`src/rtl/dmem_arbiter_if.sv`:
```
// dmem_arbiter_if: requester, grant and data-memory signals of dmem_arbiter.
// lock0/lock1 exist only when DMEM_ARB_BURST_EN is defined.
interface dmem_arbiter_if #(
  parameter int ADDR_BIT_WIDTH = 32,
  parameter int DATA_BIT_WIDTH = 32
);
  logic req0, req1, wrtEn0, wrtEn1;
  logic [ADDR_BIT_WIDTH-1:0] addr0, addr1, memAddr;
  logic [DATA_BIT_WIDTH-1:0] dIn0, dIn1, dOut0, dOut1, memDIn, memDOut;
  logic gnt0, gnt1, rdValid0, rdValid1, memWrtEn;
`ifdef DMEM_ARB_BURST_EN
  logic lock0, lock1;
`endif
  modport slave (
    input req0, req1, wrtEn0, wrtEn1, addr0, addr1, dIn0, dIn1, memDOut,
`ifdef DMEM_ARB_BURST_EN
    input lock0, lock1,
`endif
    output gnt0, gnt1, rdValid0, rdValid1, dOut0, dOut1, memWrtEn, memAddr, memDIn
  );
  modport master (
    output req0, req1, wrtEn0, wrtEn1, addr0, addr1, dIn0, dIn1, memDOut,
`ifdef DMEM_ARB_BURST_EN
    output lock0, lock1,
`endif
    input gnt0, gnt1, rdValid0, rdValid1, dOut0, dOut1, memWrtEn, memAddr, memDIn
  );
endinterface

```
`src/rtl/dmem_arbiter.sv`:
```
// dmem_arbiter: two-port round-robin arbiter sharing one data memory port.
// Define DMEM_ARB_BURST_EN to let a locked owner hold the port for up to MAX_BURST grants.
module dmem_arbiter #(
  parameter int ADDR_BIT_WIDTH = 32,
  parameter int DATA_BIT_WIDTH = 32
`ifdef DMEM_ARB_BURST_EN
  ,
  parameter int MAX_BURST = 4
`endif
) (
  input logic clk,
  input logic resetN,
  dmem_arbiter_if.slave bus
);
  typedef enum logic [1:0] {IDLE, OWN0, OWN1} state_t;
  state_t r_state, w_next;
  logic r_last, w_keep0, w_keep1, w_elig0, w_elig1, w_rd0, w_rd1, r_rdv0, r_rdv1;
  logic [ADDR_BIT_WIDTH-1:0] w_addr;
  logic [DATA_BIT_WIDTH-1:0] w_din, r_dout0, r_dout1;
`ifdef DMEM_ARB_BURST_EN
  logic [3:0] r_cnt;
  // A locked owner still under its burst limit is regranted ahead of the other port.
  always_comb begin
    w_keep0 = r_state == OWN0 && bus.lock0 && bus.req0 && r_cnt < 4'(MAX_BURST);
    w_keep1 = r_state == OWN1 && bus.lock1 && bus.req1 && r_cnt < 4'(MAX_BURST);
  end
  always_ff @(posedge clk or negedge resetN)
    if (!resetN) r_cnt <= 4'd0;
    else r_cnt <= w_next == IDLE ? 4'd0 : w_next != r_state ? 4'd1 : r_cnt + 4'd1;
`else
  always_comb begin
    w_keep0 = 1'b0;
    w_keep1 = 1'b0;
  end
`endif
  always_ff @(posedge clk or negedge resetN)
    if (!resetN) begin
      r_state <= IDLE;
      r_last <= 1'b1;
    end else begin
      r_state <= w_next;
      if (w_next != IDLE) r_last <= w_next == OWN1;
    end
  always_comb begin
    w_elig0 = bus.req0 && (r_state != OWN0 || w_keep0);
    w_elig1 = bus.req1 && (r_state != OWN1 || w_keep1);
    w_next = w_keep0 ? OWN0 : w_keep1 ? OWN1 :
             (w_elig0 && w_elig1) ? (r_last ? OWN0 : OWN1) :
             w_elig0 ? OWN0 : w_elig1 ? OWN1 : IDLE;
  end
  always_comb begin
    bus.gnt0 = r_state == OWN0;
    bus.gnt1 = r_state == OWN1;
    w_addr = r_state == OWN0 ? bus.addr0 : r_state == OWN1 ? bus.addr1 : '0;
    w_din = r_state == OWN0 ? bus.dIn0 : r_state == OWN1 ? bus.dIn1 : '0;
    bus.memWrtEn = r_state == OWN0 ? bus.wrtEn0 & bus.req0 :
                   r_state == OWN1 ? bus.wrtEn1 & bus.req1 : 1'b0;
    bus.memAddr = w_addr;
    bus.memDIn = w_din;
    w_rd0 = r_state == OWN0 && bus.req0 && !bus.wrtEn0;
    w_rd1 = r_state == OWN1 && bus.req1 && !bus.wrtEn1;
    bus.rdValid0 = r_rdv0;
    bus.rdValid1 = r_rdv1;
    bus.dOut0 = r_dout0;
    bus.dOut1 = r_dout1;
  end
  // A dropped request during its grant cycle completes nothing, so no strobe and no capture.
  always_ff @(posedge clk or negedge resetN)
    if (!resetN) begin
      r_rdv0 <= 1'b0;
      r_rdv1 <= 1'b0;
      r_dout0 <= '0;
      r_dout1 <= '0;
    end else begin
      r_rdv0 <= w_rd0;
      r_rdv1 <= w_rd1;
      if (w_rd0) r_dout0 <= bus.memDOut;
      if (w_rd1) r_dout1 <= bus.memDOut;
    end
endmodule

```
`src/flat_wrapper.sv`:
```
// flat-port wrapper written by rule: the top's interface ports become plain ports
module dmem_arbiter_flat 
#(
  parameter int ADDR_BIT_WIDTH = 32,
  parameter int DATA_BIT_WIDTH = 32

)
  (clk, resetN, bus_req0, bus_req1, bus_wrtEn0, bus_wrtEn1, bus_addr0, bus_addr1, bus_dIn0, bus_dIn1, bus_memDOut, bus_gnt0, bus_gnt1, bus_rdValid0, bus_rdValid1, bus_dOut0, bus_dOut1, bus_memWrtEn, bus_memAddr, bus_memDIn);
  dmem_arbiter_if #(.ADDR_BIT_WIDTH(ADDR_BIT_WIDTH), .DATA_BIT_WIDTH(DATA_BIT_WIDTH)) bus_i ();
  input logic clk;
  input logic resetN;
  input wire logic [$bits(bus_i.req0)-1:0] bus_req0;
  input wire logic [$bits(bus_i.req1)-1:0] bus_req1;
  input wire logic [$bits(bus_i.wrtEn0)-1:0] bus_wrtEn0;
  input wire logic [$bits(bus_i.wrtEn1)-1:0] bus_wrtEn1;
  input wire logic [$bits(bus_i.addr0)-1:0] bus_addr0;
  input wire logic [$bits(bus_i.addr1)-1:0] bus_addr1;
  input wire logic [$bits(bus_i.dIn0)-1:0] bus_dIn0;
  input wire logic [$bits(bus_i.dIn1)-1:0] bus_dIn1;
  input wire logic [$bits(bus_i.memDOut)-1:0] bus_memDOut;
  output wire logic [$bits(bus_i.gnt0)-1:0] bus_gnt0;
  output wire logic [$bits(bus_i.gnt1)-1:0] bus_gnt1;
  output wire logic [$bits(bus_i.rdValid0)-1:0] bus_rdValid0;
  output wire logic [$bits(bus_i.rdValid1)-1:0] bus_rdValid1;
  output wire logic [$bits(bus_i.dOut0)-1:0] bus_dOut0;
  output wire logic [$bits(bus_i.dOut1)-1:0] bus_dOut1;
  output wire logic [$bits(bus_i.memWrtEn)-1:0] bus_memWrtEn;
  output wire logic [$bits(bus_i.memAddr)-1:0] bus_memAddr;
  output wire logic [$bits(bus_i.memDIn)-1:0] bus_memDIn;
  assign bus_i.req0 = bus_req0;
  assign bus_i.req1 = bus_req1;
  assign bus_i.wrtEn0 = bus_wrtEn0;
  assign bus_i.wrtEn1 = bus_wrtEn1;
  assign bus_i.addr0 = bus_addr0;
  assign bus_i.addr1 = bus_addr1;
  assign bus_i.dIn0 = bus_dIn0;
  assign bus_i.dIn1 = bus_dIn1;
  assign bus_i.memDOut = bus_memDOut;
  assign bus_gnt0 = bus_i.gnt0;
  assign bus_gnt1 = bus_i.gnt1;
  assign bus_rdValid0 = bus_i.rdValid0;
  assign bus_rdValid1 = bus_i.rdValid1;
  assign bus_dOut0 = bus_i.dOut0;
  assign bus_dOut1 = bus_i.dOut1;
  assign bus_memWrtEn = bus_i.memWrtEn;
  assign bus_memAddr = bus_i.memAddr;
  assign bus_memDIn = bus_i.memDIn;
  dmem_arbiter #(.ADDR_BIT_WIDTH(ADDR_BIT_WIDTH), .DATA_BIT_WIDTH(DATA_BIT_WIDTH)) u_core (.clk(clk), .resetN(resetN), .bus(bus_i));
endmodule
```
`config.mk`:
```
export PLATFORM = sky130hd
export DESIGN_NAME = dmem_arbiter_flat
export DESIGN_NICKNAME = d
export VERILOG_FILES = /design/src/rtl/dmem_arbiter_if.sv /design/src/rtl/dmem_arbiter.sv /design/src/flat_wrapper.sv
export SDC_FILE = /design/constraint.sdc
export NUM_CORES = 1
export LEC_CHECK = 0
export ABC_AREA = 0
export CORE_AREA = 2 2 114 116
export DETAILED_ROUTE_END_ITERATION = 8
export DIE_AREA = 0 0 116 118
export GPL_TIMING_DRIVEN = 0
export PLACE_DENSITY = 0.83
export SETUP_SLACK_MARGIN = 0.15
export SYNTH_ARGS = -nofsm -noshare
export SYNTH_HDL_FRONTEND = slang
export SYNTH_SLANG_ARGS = --single-unit
```
`constraint.sdc`:
```
create_clock -name clk -period 1.65 [get_ports clk]
set_clock_uncertainty 0.05 [all_clocks]
set_input_delay 0.2475 -clock clk [delete_from_list [all_inputs] [get_ports clk]]
set_output_delay 0.2475 -clock clk [all_outputs]
set_load 0.03 [all_outputs]
```
==> impl_results.md <==
- Min Clock Period, post-route: about 2000 ps
- Seq/Total Area, Yosys: 0.532
- I/O Buffers: 298
- First-pass GRT wire length: around 24,000 um
- Overflow after GRT: 0
- Synth unique cells: 23
- Detail Route Antenna Nets: 0
- Most frequent cell after synthesis: dfrtp_1
- # DRC: 0
- CTS max path bufs: 2
- Cell row count: 41
- Dpl hpwl: 12,000 um
- Overall die height: 118 um
- Routed vias/inst: 4.68
- CTS tree: yes
- CTS clk-pin slew, worst paths: 60 ps
- Reg power frac: 0.237
- Syn_area_per_cell: approximately 14 sq um
- # clock sinks: between 60 and 70
- Crit path max-delay cell type: dfrtp_1
- First-pass iteration count of the detailed router: 4
- CP dominant cell by count: buf_6
- CP Max Fanout: 10
- Gate power share: 0.604
- Layout cells sized above 1: 0.455
- Setup WS post-layout: -344 ps
- Worst-margin pin slew: around 870 ps
- Core Util, Final: 0.638
- Core Area: about 12,000 sq um
- Nets: 741
- WP data arrival: approximately 1700 ps
- DP Worst Slack: -668 ps
- Power Density: 1590 nW/um^2
- Final period util: 1.21
- Primary FF master, synth: dfrtp_1
- Most common library cells after synthesis: dfrtp_1 (68), a22o_1 (64), mux2_2 (63)
- Top-area cell type share of the netlist area: 0.524
- Max-cap violations: 0
- Asr flop ratio synth: 1.00
- Setup tns final: -26,600 ps
- Net Sw Frac: 0.413
- Min-delay worst type: input pin to async pin
- RePlAce Congestion: ~0.90
- Failing checks: negative setup slack
- Number of global-route vias before repair: 3,905
- Ys Warns: 0
- Synthesis-stage register bit count: 69
- Relative max-transition margin: 0.418
- Post-Synthesis Cells: 236
- CP Class: register to output port
- Crit path capture type: output port
- DR WL/cell: 21.8 um
- Crit path launch type: register
- Hold Slack: 1.43 ps
- Post-synth EDFFs: 0
- Ports: 299
- Largest cells by area after synthesis: dfrtp_1 (52%), mux2_2 (22%), a22o_1 (17%)
- ANT cells: 0
- LEAKAGE: 3.71 nW
- Root Buffer: clkbuf_16
- Mapped Nets: 402
- Starting Density: 0.262
- Vias post-DR: approximately 3,500
- Largest net degree at the start of global routing: 70
- Worst path cell trace: buf_6, and2b_1, buf_6, buf_8, a22o_4, buf_4
- F_max: 502 MHz
- Overall power: 12.6 mW
- Net Sw Power: 5.20 mW
- Status: finished, violations left
- Pint: around 7.4 mW
- VDD IR max: 1.21 mV
- Unrepaired setup endpoints after global routing: true
- Routed wire length: 16,400 um
- Cell area after synthesis: 3250 sq um
- GRT Overall Usage: 0.236
- Initial antenna violation count: 0
- Hold-fix buffer count after cts: 0
- Largest area contributor in the netlist: dfrtp_1
- Slew Viols, Final: 0
- Critical Path Max Stage Delay: around 370 ps
- Area of the die: around 14,000 sq um
- Clock share of power: 0.159
- 1st-iter DRT viols: 166
- Fin. Hold Viols: 0
- CP required: 1350 ps
- Horiz. Die Dim: 116 um
- Cts bufs inserted: 9
- H-tree depth: 3
- Worst skew pair latency: 320 ps
- Area added between synthesis and finish: 144%
- Final setup fails: 126
-- final cells by class --
cell class / instances / area [sq um]
Clock inverter: 5 / 75.1
Tap cell: 172 / 215
Inverter: 1 / 6.26
Sequential cell: 69 / 1730
Fill cell: 1009 / 4500
Timing Repair Buffer: 328 / 3270
Clock buffer: 11 / 233
Multi-Input combinational cell: 145 / 2100
Buffer: 21 / 289
-- final timing paths --
kind	startpoint	endpoint	slack (ps)	cells past startpoint
worst max-delay path	u_core.r_state[0]	bus_memDIn[13]	-340	6
worst min-delay path	resetN	u_core.bus.dOut1[25]	1	1
worst max register to register	u_core.r_state[0]	u_core.bus.dOut1[27]	-210	8
worst min register to register	u_core.bus.dOut0[0]	u_core.bus.dOut0[0]	450	1
max in group asynchronous	resetN	u_core.r_state[1]	960	1
min in group clk	bus_req0	u_core.r_state[0]	310	2
-- state kept, by name, summed over array words and instances, names as in the netlist --
signal / flops
u_core.bus.dOut0: 32
u_core.bus.dOut1: 32
u_core.r_state: 2
u_core.bus.rdValid0: 1
u_core.bus.rdValid1: 1
u_core.r_last: 1
-- repair_timing --
item,CTS,global route
gates resized for setup,576,26
hold endpoints to repair,0,0
pin swaps,4,2
buffers inserted,22,2
cloned,6,0
endpoints found under the setup margin,198,134
-- worst max-delay path: cells and delay by family (launching register included) --
kind,cells,cell delay (ps)
flops,1,370
buf+inv,4,580
simple gates,1,170
compound gates,1,230
-- logic make-up (layout without fill, tap and decap cells) --
logic type | after synthesis | count (layout) | synth area share
flops | 69 | 69 | 0.532
compound gates | 68 | 68 | 0.179
mux | 64 | 64 | 0.222
buf+inv | 22 | 366 | 0.0347
simple gates | 11 | 11 | 0.0262
fa+ha+maj | 2 | 2 | 0.00616
-- layer usage --
| layer | GRT usage | part of all wire | vias to the layer above |
|---|---|---|---|
| li1 | - | - | 1589 |
| met1 | 0.271 | 0.38 | 1727 |
| met2 | 0.404 | 0.50 | 178 |
| met3 | 0.0752 | 0.093 | 29 |
| met4 | 0.0893 | 0.029 | 0 |
| met5 | 0 | 0 | - |
-- power by group through the flow --
stage | combinational [mW] | sequential (mW) | clock (mW)
after floorplan | 2.60 | 4.55 | 0
after detailed placement | 7.43 | 3.00 | 0
after global placement | 7.34 | 2.93 | 0
final | 7.61 | 2.99 | 2.00
after global routing | 7.91 | 3.10 | 2.13
after CTS | 7.54 | 2.99 | 2.05
-- cell usage in the layout (no fill, tap or decap), types with 2 or more instances in the layout --
master,netlist,routed
buf_8,0,8
buf_6,3,40
buf_4,0,50
buf_16,0,5
clkdlybuf4s50_1,0,163
dlygate4sd2_1,0,67
a22o_2,0,10
clkbuf_16,0,9
nand2_1,2,2
nor2b_1,2,2
buf_2,6,3
buf_12,0,11
bufinv_16,0,2
dfrtp_1,68,67
a22o_1,64,6
mux2_4,0,64
clkinv_2,0,3
clkbuf_1,2,2
a22o_4,0,48
-- per-stage QoR --
| stage | instance area, sq um | cells |
|---|---|---|
| 3_5_place_dp | 6970 | 706 |
| 3_3_place_gp | 6970 | 706 |
| 6_report | 7920 | 752 |
| 5_1_grt | 7920 | 752 |
| 4_1_cts | 7800 | 750 |
| 2_1_floorplan | 3780 | 236 |
(Power assumes the default switching activity.)
